===== config.mk =====
export PLATFORM = sky130hd
export DESIGN_NAME = tone_detect
export DESIGN_NICKNAME = d
export VERILOG_FILES = /design/src/rtl/tone_detect.sv
export SDC_FILE = /design/constraint.sdc
export NUM_CORES = 1
export LEC_CHECK = 0
export CAP_MARGIN = 40
export CORE_ASPECT_RATIO = 1.2
export CORE_UTILIZATION = 59
export CTS_BUF_LIST = sky130_fd_sc_hd__clkbuf_8
export DETAILED_ROUTE_END_ITERATION = 6
export GPL_TIMING_DRIVEN = 0
export PLACE_DENSITY = 0.82
export SLEW_MARGIN = 5
export SYNTH_ARGS = -nofsm -noshare
export SYNTH_HDL_FRONTEND = slang
export SYNTH_SLANG_ARGS = --single-unit

===== constraint.sdc =====
create_clock -name clk -period 2.6 [get_ports clk]
set_input_delay 0.52 -clock clk [delete_from_list [all_inputs] [get_ports clk]]
set_output_delay 0.52 -clock clk [all_outputs]
set_load 0.01 [all_outputs]

===== src/rtl/tone_detect.sv =====
`default_nettype none
// ============================================================================
// Module   : tone_detect
// Brief    : Measures edge-to-edge intervals of an asynchronous square wave
//            and reports lock when MATCH_N consecutive half-periods fall
//            within HALF +/- TOL clock cycles.
// Revision : 1.0 - initial release
// ============================================================================
module tone_detect #(
  parameter int HALF    = 28410,
  parameter int TOL     = 256,
  parameter int MATCH_N = 8,
  parameter int W       = 16
) (
  input  logic         clk,
  input  logic         rst_n,
  input  logic         sp_in,
  output logic         detected,
  output logic [W-1:0] half_period,
  output logic         period_valid
);

  typedef enum logic [1:0] {
    S_IDLE  = 2'd0,
    S_TRACK = 2'd1,
    S_LOCK  = 2'd2
  } state_t;

  localparam logic [W-1:0] c_lo    = W'(HALF - TOL);
  localparam logic [W-1:0] c_hi    = W'(HALF + TOL);
  localparam logic [3:0]   c_match = 4'(MATCH_N);

  logic         r_s1, r_s2, r_s3;
  state_t       r_state, w_state_nxt;
  logic [W-1:0] r_cnt, w_cnt_nxt;
  logic [3:0]   r_mcnt, w_mcnt_nxt;
  logic [3:0]   w_mcnt_inc;
  logic [W-1:0] w_meas;
  logic         w_edge, w_good, w_timeout, w_pv_nxt;
  logic         r_detected, r_period_valid;
  logic [W-1:0] r_half_period;

  // Either polarity of a synchronized transition marks a half-period boundary.
  assign w_edge     = r_s2 ^ r_s3;
  // The edge cycle itself belongs to the interval, hence the +1.
  assign w_meas     = r_cnt + W'(1);
  assign w_good     = (w_meas >= c_lo) && (w_meas <= c_hi);
  // An edge landing in the timeout cycle wins, so the counter tops out at c_hi.
  assign w_timeout  = (r_cnt == c_hi) && !w_edge;
  assign w_mcnt_inc = r_mcnt + 4'd1;

  // Two-flop synchronizer plus a history flop for edge detection.
  always_ff @(posedge clk or negedge rst_n) begin
    if (!rst_n) begin
      r_s1 <= 1'b0;
      r_s2 <= 1'b0;
      r_s3 <= 1'b0;
    end else begin
      r_s1 <= sp_in;
      r_s2 <= r_s1;
      r_s3 <= r_s2;
    end
  end

  // Next-state, interval counter and match counter decisions.
  always_comb begin
    w_state_nxt = r_state;
    w_cnt_nxt   = r_cnt;
    w_mcnt_nxt  = r_mcnt;
    w_pv_nxt    = 1'b0;
    case (r_state)
      S_IDLE: begin
        // First edge only establishes a reference; nothing to measure yet.
        w_cnt_nxt = '0;
        if (w_edge) begin
          w_state_nxt = S_TRACK;
          w_mcnt_nxt  = 4'd0;
        end
      end
      S_TRACK: begin
        if (w_edge) begin
          w_cnt_nxt = '0;
          w_pv_nxt  = 1'b1;
          if (w_good) begin
            w_mcnt_nxt = w_mcnt_inc;
            if (w_mcnt_inc == c_match) begin
              w_state_nxt = S_LOCK;
            end
          end else begin
            w_mcnt_nxt = 4'd0;
          end
        end else if (w_timeout) begin
          w_state_nxt = S_IDLE;
          w_cnt_nxt   = '0;
          w_mcnt_nxt  = 4'd0;
        end else begin
          w_cnt_nxt = r_cnt + W'(1);
        end
      end
      S_LOCK: begin
        if (w_edge) begin
          w_cnt_nxt = '0;
          w_pv_nxt  = 1'b1;
          if (!w_good) begin
            w_state_nxt = S_TRACK;
            w_mcnt_nxt  = 4'd0;
          end
        end else if (w_timeout) begin
          w_state_nxt = S_IDLE;
          w_cnt_nxt   = '0;
          w_mcnt_nxt  = 4'd0;
        end else begin
          w_cnt_nxt = r_cnt + W'(1);
        end
      end
      default: begin
        w_state_nxt = S_IDLE;
        w_cnt_nxt   = '0;
        w_mcnt_nxt  = 4'd0;
      end
    endcase
  end

  // State, counters and registered outputs.
  always_ff @(posedge clk or negedge rst_n) begin
    if (!rst_n) begin
      r_state        <= S_IDLE;
      r_cnt          <= '0;
      r_mcnt         <= 4'd0;
      r_detected     <= 1'b0;
      r_half_period  <= '0;
      r_period_valid <= 1'b0;
    end else begin
      r_state        <= w_state_nxt;
      r_cnt          <= w_cnt_nxt;
      r_mcnt         <= w_mcnt_nxt;
      r_detected     <= (w_state_nxt == S_LOCK);
      r_period_valid <= w_pv_nxt;
      if (w_pv_nxt) begin
        r_half_period <= w_meas;
      end
    end
  end

  assign detected     = r_detected;
  assign half_period  = r_half_period;
  assign period_valid = r_period_valid;

endmodule
`default_nettype wire


==> results of run 1 <==
-- report_power, final --
| group | total (W) | internal (W) | switching (W) |
|---|---|---|---|
| combinational | 0.000471 | 0.000176 | 0.000295 |
| clock | 0.000406 | 0.000184 | 0.000223 |
| sequential | 0.000752 | 0.000712 | 0.0000396 |
-- registers in the layout (all words and copies together), names as in the netlist --
| register | count |
|---|---|
| detected | 1 |
| half_period | 16 |
| period_valid | 1 |
| r_cnt | 16 |
| r_mcnt | 4 |
| r_s1 | 1 |
| r_s2 | 1 |
| r_s3 | 1 |
| r_state | 2 |
-- routing by layer --
metal,track usage,vias up
met5,0,-
met4,0.143,0
met3,0.0500,12
met2,0.451,29
met1,0.322,862
li1,-,861
-- final cells by class --
| class | count | area [µm²] |
|---|---|---|
| inverters | 9 | 33.8 |
| fillers | 289 | 915 |
| plain buffers | 10 | 70.1 |
| clock buffers | 5 | 68.8 |
| multi-input cells | 167 | 1150 |
| clock inverters | 3 | 16.3 |
| flip-flops and latches | 43 | 1080 |
| repair buffers | 26 | 260 |
| well taps | 52 | 65.1 |
-- final timing paths --
kind / startpoint / end / slack [ps] / depth (start not counted)
hold reg to reg: r_s1$_DFF_PN0_ / r_s2$_DFF_PN0_ / 360 / 0
min in group clk: r_s1$_DFF_PN0_ / r_s2$_DFF_PN0_ / 360 / 0
max in group asynchronous: rst_n / r_cnt[6]$_DFF_PN0_ / 1890 / 2
setup / recovery: r_cnt[0]$_DFF_PN0_ / r_mcnt[2]$_DFFE_PN0P_ / 90 / 11
hold / removal: rst_n / detected$_DFF_PN0_ / 190 / 1
setup reg to reg: r_cnt[0]$_DFF_PN0_ / r_mcnt[2]$_DFFE_PN0P_ / 90 / 11
-- metrics by stage --
stage | std cells | hold slack [ps] | worst slack (ps) | power (W)
3_5_place_dp | 302 | 346 | -152 | 0.00118
5_1_grt | 315 | 237 | -2.08 | 0.00171
6_report | 315 | 190 | 86.8 | 0.00163
4_1_cts | 315 | 204 | 7.85 | 0.00161
3_3_place_gp | 301 | 342 | -100 | 0.00116
2_1_floorplan | 229 | 224 | 260 | 0.00103
-- kinds of logic (layout without fill, tap and decap cells) --
logic type | Yosys count | count (layout) | synth area share
multiplexers | 1 | 1 | 0.00493
buffers and inverters | 19 | 53 | 0.0455
XOR/XNOR | 19 | 19 | 0.0795
AND/OR/NAND/NOR | 98 | 98 | 0.242
adder cells (fa/ha/maj) | 8 | 8 | 0.0438
flip-flops | 43 | 43 | 0.471
AO/OA/AOI/OAI | 41 | 41 | 0.113
-- cells in the final DEF (no fill, tap or decap), types with 7 or more instances in the layout --
cell / instances
buf_4: 9
clkdlybuf4s50_1: 19
xnor2_1: 12
inv_1: 9
o21ai_0: 18
nand2_1: 26
nor2_1: 27
ha_1: 7
dfrtp_1: 40
-- synth_stat cells (all sizes together), types with 2 or more instances --
library cell  count  share of area
dfrtp            43           0.47
nand2            28          0.048
nor2             28          0.047
o21ai            20          0.044
xnor2            12          0.046
inv               9          0.015
nand3             9          0.026
ha                8          0.044
nand4             7          0.022
xor2              7          0.033
a21oi             6          0.015
nor3              6          0.020
buf               5          0.018
clkbuf            5          0.013
a31oi             3         0.0082
and2              3         0.0088
nor4              3          0.015
nor4b             3          0.014
and3              2         0.0055
and4              2         0.0077
or4               2         0.0099
-- worst max-delay path: cells and delay by family, from the launching register on --
kind	cells	cell delay, ps
AO/OA/AOI/OAI	5	1090
adder cells (fa/ha/maj)	1	260
buffers and inverters	5	620
flip-flops	1	430
-- what timing repair did --
item                       in CTS  in global routing
setup endpoints to repair       7                  7
setup buffers                   5                  0
pin swaps                       1                  1
gates cloned                    0                  0
resized for setup               5                  7
==> impl_metrics.env, run 1 <==
export IMPL_synth_edf_count=0
export IMPL_viasPerCell=5.60
export IMPL_grt_max_degree=23
export IMPL_min_period_over_period=0.967
export IMPL_ys_types=54
export IMPL_period_needed_ps=2510
export IMPL_yosysSeqAreaShare=0.471
export IMPL_hpwl_um=3440
export IMPL_outcome="finished clean"
export IMPL_root_buffer="clkbuf_8"
export IMPL_placed_area_um2=2570
export IMPL_wl_met2_um=2550
export IMPL_die_area_um2=4120
export IMPL_setup_viol=0
export IMPL_topRoutingLayerUsed="met4"
export IMPL_maxCapViolCount=0
export IMPL_fin_tns_setup_ps=0
export IMPL_grt_pass1_wl_um=8140
export IMPL_hold_class="in2async"
export IMPL_yosys_warnings=0
export IMPL_slowest_delay_ps=430
export IMPL_clkTransAtPathRegs_ps=80
export IMPL_cts_tree="done"
export IMPL_async_flop_share=1.00
export IMPL_ir_drop_mv=0.593
export IMPL_clock_sinks=43
export IMPL_postRouteWirelength_um=4920
export IMPL_fmax_mhz=398
export IMPL_wire_per_inst_um=15.6
export IMPL_grt_pass1_vias=1811
export IMPL_path_cells="buf_4 > buf_4 > inv_1 > ha_1 > o21ai_0 > a31o_2 > a211oi_2 > buf_4 > buf_4 > a311o_1 > a211o_1"
export IMPL_synth_ff_type="dfrtp_1"
export IMPL_fin_area_um2=2750
export IMPL_portBuffers=20
export IMPL_grt_overflow=0
export IMPL_drcViolationCount=0
export IMPL_area_growth_pct=20.4
export IMPL_antenna_found_initial=0
export IMPL_worstMarginPinSlew_ps=563
export IMPL_critical_path_class="reg2reg"
export IMPL_die_x_um=58.8
export IMPL_ant_nets=0
export IMPL_final_util=0.750
export IMPL_first_pass_iters=4
export IMPL_gp_congestion=0.858
export IMPL_hold_violations=0
export IMPL_die_y_um=70.2
export IMPL_diodes=0
export IMPL_cts_max_level=2
export IMPL_required_ps=2790
export IMPL_crit_fanout=5
export IMPL_cp_end_kind="register"
export IMPL_cp_common_cell="buf_4"
export IMPL_synth_cells=229
export IMPL_clk_latency_ps=300
export IMPL_syn_area_per_cell_um2=9.97
export IMPL_core_area_um2=3660
export IMPL_cts_buffers=5
export IMPL_grt_use_total=0.269
export IMPL_dr_wl_met3_um=152
export IMPL_netlist_area_um2=2280
export IMPL_start_util=0.623
export IMPL_synth_nets=240
export IMPL_drt_iter0_markers=117
export IMPL_placementRows=24
export IMPL_vias=1764
export IMPL_cp_data_arrival_time_ps=2700
export IMPL_ys_ff_latch=43
export IMPL_crit_path_start_kind="register"
export IMPL_io_pins=21
export IMPL_relSlewSlack=0.625
export IMPL_final_max_slew_violation_count=0
export IMPL_clk_path_buf_depth=2
export IMPL_p_leak_nw=1.17
export IMPL_wl_met1_um=2090
export IMPL_nets=273
export IMPL_power_density_nw_per_um2=593
export IMPL_drive_gt1_frac=0.194
export IMPL_finClkSkew_ps=5.83
export IMPL_cp_slowest_cell="dfrtp_2"
export IMPL_ctsHoldBuffers=0
No activity file was read; power rests on OpenSTA's default activity.
==> inputs of run 2 (changes only) <==
clock period = 2.7 ns   (was 2.6 ns; I/O delays follow)
==> impl_metrics.env, run 2 (same netlist as run 1, synthesis figures left out) <==
export IMPL_first_pass_iters=4
export IMPL_crit_path_start_kind="register"
export IMPL_cts_buffers=5
export IMPL_drt_iter0_markers=134
export IMPL_period_needed_ps=2580
export IMPL_drive_gt1_frac=0.186
export IMPL_p_total_w=0.00157
export IMPL_p_leak_nw=1.17
export IMPL_fmax_mhz=387
export IMPL_start_util=0.623
export IMPL_final_util=0.745
export IMPL_hold_class="in2async"
export IMPL_hold_violations=0
export IMPL_hpwl_um=3440
export IMPL_clkTransAtPathRegs_ps=80
export IMPL_fin_area_um2=2730
export IMPL_worstSetupStartpoint="r_cnt[1]$_DFF_PN0_"
export IMPL_setup_viol=0
export IMPL_nets=273
export IMPL_path_cells="ha_2 > nand3_2 > or4_4 > a21oi_2 > o211ai_1 > a211oi_2 > buf_4 > o21ai_1 > a31oi_2 > nor4b_2"
export IMPL_crit_family="simple AND/OR/NAND/NOR gates"
export IMPL_grt_max_degree=23
export IMPL_ant_nets=0
export IMPL_grt_pass1_vias=1780
export IMPL_cp_slowest_cell="or4_4"
export IMPL_clk_path_buf_depth=2
export IMPL_grt_pass1_wl_um=8070
export IMPL_crit_fanout=6
export IMPL_cp_data_arrival_time_ps=2790
export IMPL_maxCapViolCount=0
export IMPL_gp_congestion=0.858
export IMPL_die_area_um2=4120
export IMPL_cts_tree="done"
export IMPL_clk_latency_ps=300
export IMPL_grt_overflow=0
export IMPL_power_density_nw_per_um2=574
export IMPL_postRouteWirelength_um=5000
export IMPL_portBuffers=20
export IMPL_diodes=0
export IMPL_placed_area_um2=2570
export IMPL_path_buf_inv=1
export IMPL_viasPerCell=5.78
export IMPL_io_pins=21
export IMPL_clock_sinks=43
export IMPL_outcome="finished clean"
export IMPL_drcViolationCount=0
export IMPL_placementRows=24
export IMPL_slowest_delay_ps=550
export IMPL_root_buffer="clkbuf_8"
export IMPL_fill_cells=291
export IMPL_cts_max_level=2
export IMPL_r2r_start="r_cnt[1]$_DFF_PN0_"
export IMPL_required_ps=2910
export IMPL_final_common_cell="dfrtp_1"
export IMPL_layout_common_cells="dfrtp_1 (41), nor2_1 (27), nand2_1 (26)"
export IMPL_relSlewSlack=0.613
export IMPL_wire_per_inst_um=15.9
export IMPL_cp_end_kind="register"
export IMPL_area_growth_pct=19.5
export IMPL_rsz0062_at_grt="no"
export IMPL_finClkSkew_ps=8.26
export IMPL_antenna_found_initial=0
export IMPL_die_x_um=58.8
export IMPL_min_period_over_period=0.957
export IMPL_vias=1820
export IMPL_worstMarginPinSlew_ps=580
export IMPL_core_area_um2=3660
export IMPL_ctsHoldBuffers=0
export IMPL_critical_path_class="reg2reg"
export IMPL_final_max_slew_violation_count=0
export IMPL_ir_drop_mv=0.533
export IMPL_grt_use_total=0.266
export IMPL_die_y_um=70.2
## run 2: cell types whose count changed in the layout (fill, tap and decap cells not counted)
cell	before	now
dfrtp_1	40	41
nand3_4	1	0
ha_4	1	0
and4_4	1	0
nand3_2	2	3
dfrtp_2	3	2
ha_2	0	1
and4_1	1	2
## run 2: cell type report
class                      count  area (µm²)  share of cell area
inverter                       9        33.8              0.0124
clock inverter                 3        16.3             0.00596
timing repair buffer          26         260              0.0954
multi-input combinational    167        1130               0.416
buffer                        10        70.1              0.0257
tap                           52        65.1              0.0239
sequential                    43        1080               0.395
clock buffer                   5        68.8              0.0252
## run 2: power breakdown
group | switching [W] | internal (W) | total, W
Combinational | 0.000288 | 0.000168 | 0.000456
Sequential | 0.0000339 | 0.000685 | 0.000719
Clock | 0.000215 | 0.000177 | 0.000392
## run 2: path summary, 6_finish.rpt
kind,slack (ps),to,cells after the start
setup / recovery,120,detected$_DFF_PN0_,10
hold / removal,210,detected$_DFF_PN0_,1
setup reg to reg,120,detected$_DFF_PN0_,10
hold reg to reg,360,r_s2$_DFF_PN0_,0
max in group asynchronous,1990,r_cnt[9]$_DFF_PN0_,2
min in group clk,360,r_s2$_DFF_PN0_,0
## run 2: worst register-to-register path: cells and delay by family, from the launching register on
kind,cells,cell delay (ps)
AND/OR/NAND/NOR,3,950
AO/OA/AOI/OAI,5,710
flip-flops,1,420
buffers and inverters,1,160
adder cells (fa/ha/maj),1,250
## run 2: layer usage
| layer | up-vias | track usage | routed length [µm] |
|---|---|---|---|
| met2 | 48 | 0.448 | 2630 |
| met5 | - | 0 | 0 |
| li1 | 860 | - | - |
| met1 | 899 | 0.321 | 2020 |
| met4 | 0 | 0.132 | 151 |
| met3 | 13 | 0.0481 | 194 |
## run 2: per-stage QoR
step	TNS (ps)	hold WS, ps	setup WS, ps	cells
global route	0	255	0.785	315
floorplan	0	244	360	229
finish	0	212	116	315
global placement	-0.363	342	-0.363	301
detailed placement	-51.5	346	-51.5	302
CTS	0	224	18.5	312
## run 2: repair_timing
item | in CTS | in global routing
endpoints found under the setup margin | 3 | 5
pin swaps | 1 | 0
buffers inserted | 2 | 3
resized for setup | 1 | 7
==> inputs of run 3 (changes only) <==
CAP_MARGIN = default   (was 40)
==> impl_metrics.env, run 3 (same netlist as run 1, synthesis figures left out) <==
export IMPL_ctsHoldBuffers=0
export IMPL_grt_pass1_wl_um=8090
export IMPL_core_area_um2=3660
export IMPL_intPower_w=0.00115
export IMPL_grt_use_total=0.267
export IMPL_clkPwrFrac=0.306
export IMPL_path_cells="ha_2 > nand3_2 > or4_4 > a21oi_2 > o211ai_1 > a211oi_2 > buf_4 > o21ai_1 > a31oi_2 > nor4b_4"
export IMPL_power_density_nw_per_um2=615
export IMPL_die_area_um2=4120
export IMPL_vias=1826
export IMPL_min_period_over_period=0.952
export IMPL_critical_path_class="reg2reg"
export IMPL_placementRows=24
export IMPL_final_seq_area_um2=1080
export IMPL_gp_congestion=0.858
export IMPL_cts_buffers=5
export IMPL_grt_overflow=0
export IMPL_clk_path_buf_depth=2
export IMPL_wire_per_inst_um=15.8
export IMPL_cp_end_kind="register"
export IMPL_period_needed_ps=2570
export IMPL_grt_max_degree=41
export IMPL_relSlewSlack=0.612
export IMPL_clk_latency_ps=300
export IMPL_maxCapViolCount=0
export IMPL_hold_class="in2async"
export IMPL_grt_pass1_vias=1762
export IMPL_placed_area_um2=2560
export IMPL_seqPwrFrac=0.426
export IMPL_worstMarginPinSlew_ps=583
export IMPL_fin_area_um2=2740
export IMPL_die_x_um=58.8
export IMPL_swShare=0.318
export IMPL_outcome="finished clean"
export IMPL_cp_slowest_cell="or4_4"
export IMPL_cp_data_arrival_time_ps=2780
export IMPL_p_leak_nw=1.18
export IMPL_start_util=0.623
export IMPL_viasPerCell=5.82
export IMPL_crit_fanout=6
export IMPL_nets=272
export IMPL_final_max_slew_violation_count=0
export IMPL_crit_path_start_kind="register"
export IMPL_postRouteWirelength_um=4960
export IMPL_cts_tree="done"
export IMPL_clkTransAtPathRegs_ps=80
export IMPL_drt_iter0_markers=164
export IMPL_final_common_cell="dfrtp_1"
export IMPL_die_y_um=70.2
export IMPL_antenna_found_initial=0
export IMPL_ant_nets=0
export IMPL_final_util=0.747
export IMPL_drcViolationCount=0
export IMPL_ir_drop_mv=0.629
export IMPL_setup_viol=0
export IMPL_required_ps=2910
export IMPL_diodes=0
export IMPL_slowest_delay_ps=540
export IMPL_finClkSkew_ps=6.73
export IMPL_multi_input_area_um2=1130
export IMPL_drive_gt1_frac=0.172
export IMPL_layout_common_cells="dfrtp_1 (42), nor2_1 (27), nand2_1 (26)"
export IMPL_area_growth_pct=19.8
export IMPL_portBuffers=20
export IMPL_combPwrFrac=0.268
export IMPL_hold_violations=0
export IMPL_p_total_w=0.00168
export IMPL_fill_cells=272
export IMPL_hpwl_um=3400
export IMPL_cts_max_level=2
export IMPL_switchingPower_w=0.000536
export IMPL_first_pass_iters=5
export IMPL_root_buffer="clkbuf_8"
export IMPL_clock_sinks=43
export IMPL_fmax_mhz=389
export IMPL_io_pins=21
-- run 3: cell types whose count changed in the layout (fill, tap and decap cells not counted), sizes merged --
cell      before  now
buf           12   11
bufinv         0    1
clkbuf        10   11
clkinvlp       1    0
inv           10    9
-- run 3: stage by stage --
stage / TNS (ps) / worst slack (ps) / hold WS, ps / cells
floorplan: 0 / 360 / 244 / 229
global placement: -0.363 / -0.363 / 342 / 301
detailed placement: -170 / -112 / 346 / 302
CTS: 0 / 9.17 / 41.1 / 312
global route: -12.8 / -12.8 / 35.9 / 314
finish: 0 / 128 / 41.0 / 314
-- run 3: worst paths after layout --
path                                     from                  to  slack [ps]  cells past startpoint
max                        r_cnt[1]$_DFF_PN0_  detected$_DFF_PN0_         130                     10
min in group clk               r_s1$_DFF_PN0_      r_s2$_DFF_PN0_         360                      0
min reg2reg                    r_s1$_DFF_PN0_      r_s2$_DFF_PN0_         360                      0
min                                     rst_n  detected$_DFF_PN0_          40                      1
max in group asynchronous               rst_n  r_cnt[0]$_DFF_PN0_        2220                      2
max reg2reg                r_cnt[1]$_DFF_PN0_  detected$_DFF_PN0_         130                     10
-- run 3: worst max-delay path, delay by kind of cell, from the launching register on --
kind | cells | cell delay [ps]
AOI/OAI and AO/OA | 5 | 750
buffers and inverters | 1 | 180
adders and majority gates | 1 | 240
and+or+nand+nor | 3 | 940
DFF | 1 | 380
-- run 3: metal layers --
layer  wire (µm)  up-vias  global-route usage
met1        2040      898               0.313
met4         162        0               0.146
met2        2570       59               0.452
met3         193       17              0.0500
li1            -      852                   -
met5           0        -                   0
-- run 3: cell type report --
class	instances	area share
Timing Repair Buffer	25	0.0896
Tap cell	52	0.0238
Clock buffer	6	0.0302
Clock inverter	2	0.0128
Multi-Input combinational cell	167	0.412
Inverter	9	0.0123
Sequential cell	43	0.394
Buffer	10	0.0256
-- run 3: what timing repair did --
item / in CTS / in global routing
gates resized for setup: 1 / 4
setup buffers: 2 / 2
setup endpoints to repair: 3 / 7
pin swaps: 1 / 0
-- run 3: power by group through the flow --
stage | clock network (W) | registers [W] | logic, W
after floorplan | 0 | 0.000740 | 0.000249
after global placement | 0 | 0.000735 | 0.000385
after detailed placement | 0 | 0.000738 | 0.000401
after CTS | 0.000522 | 0.000725 | 0.000403
after global routing | 0.000544 | 0.000722 | 0.000494
final | 0.000515 | 0.000717 | 0.000451
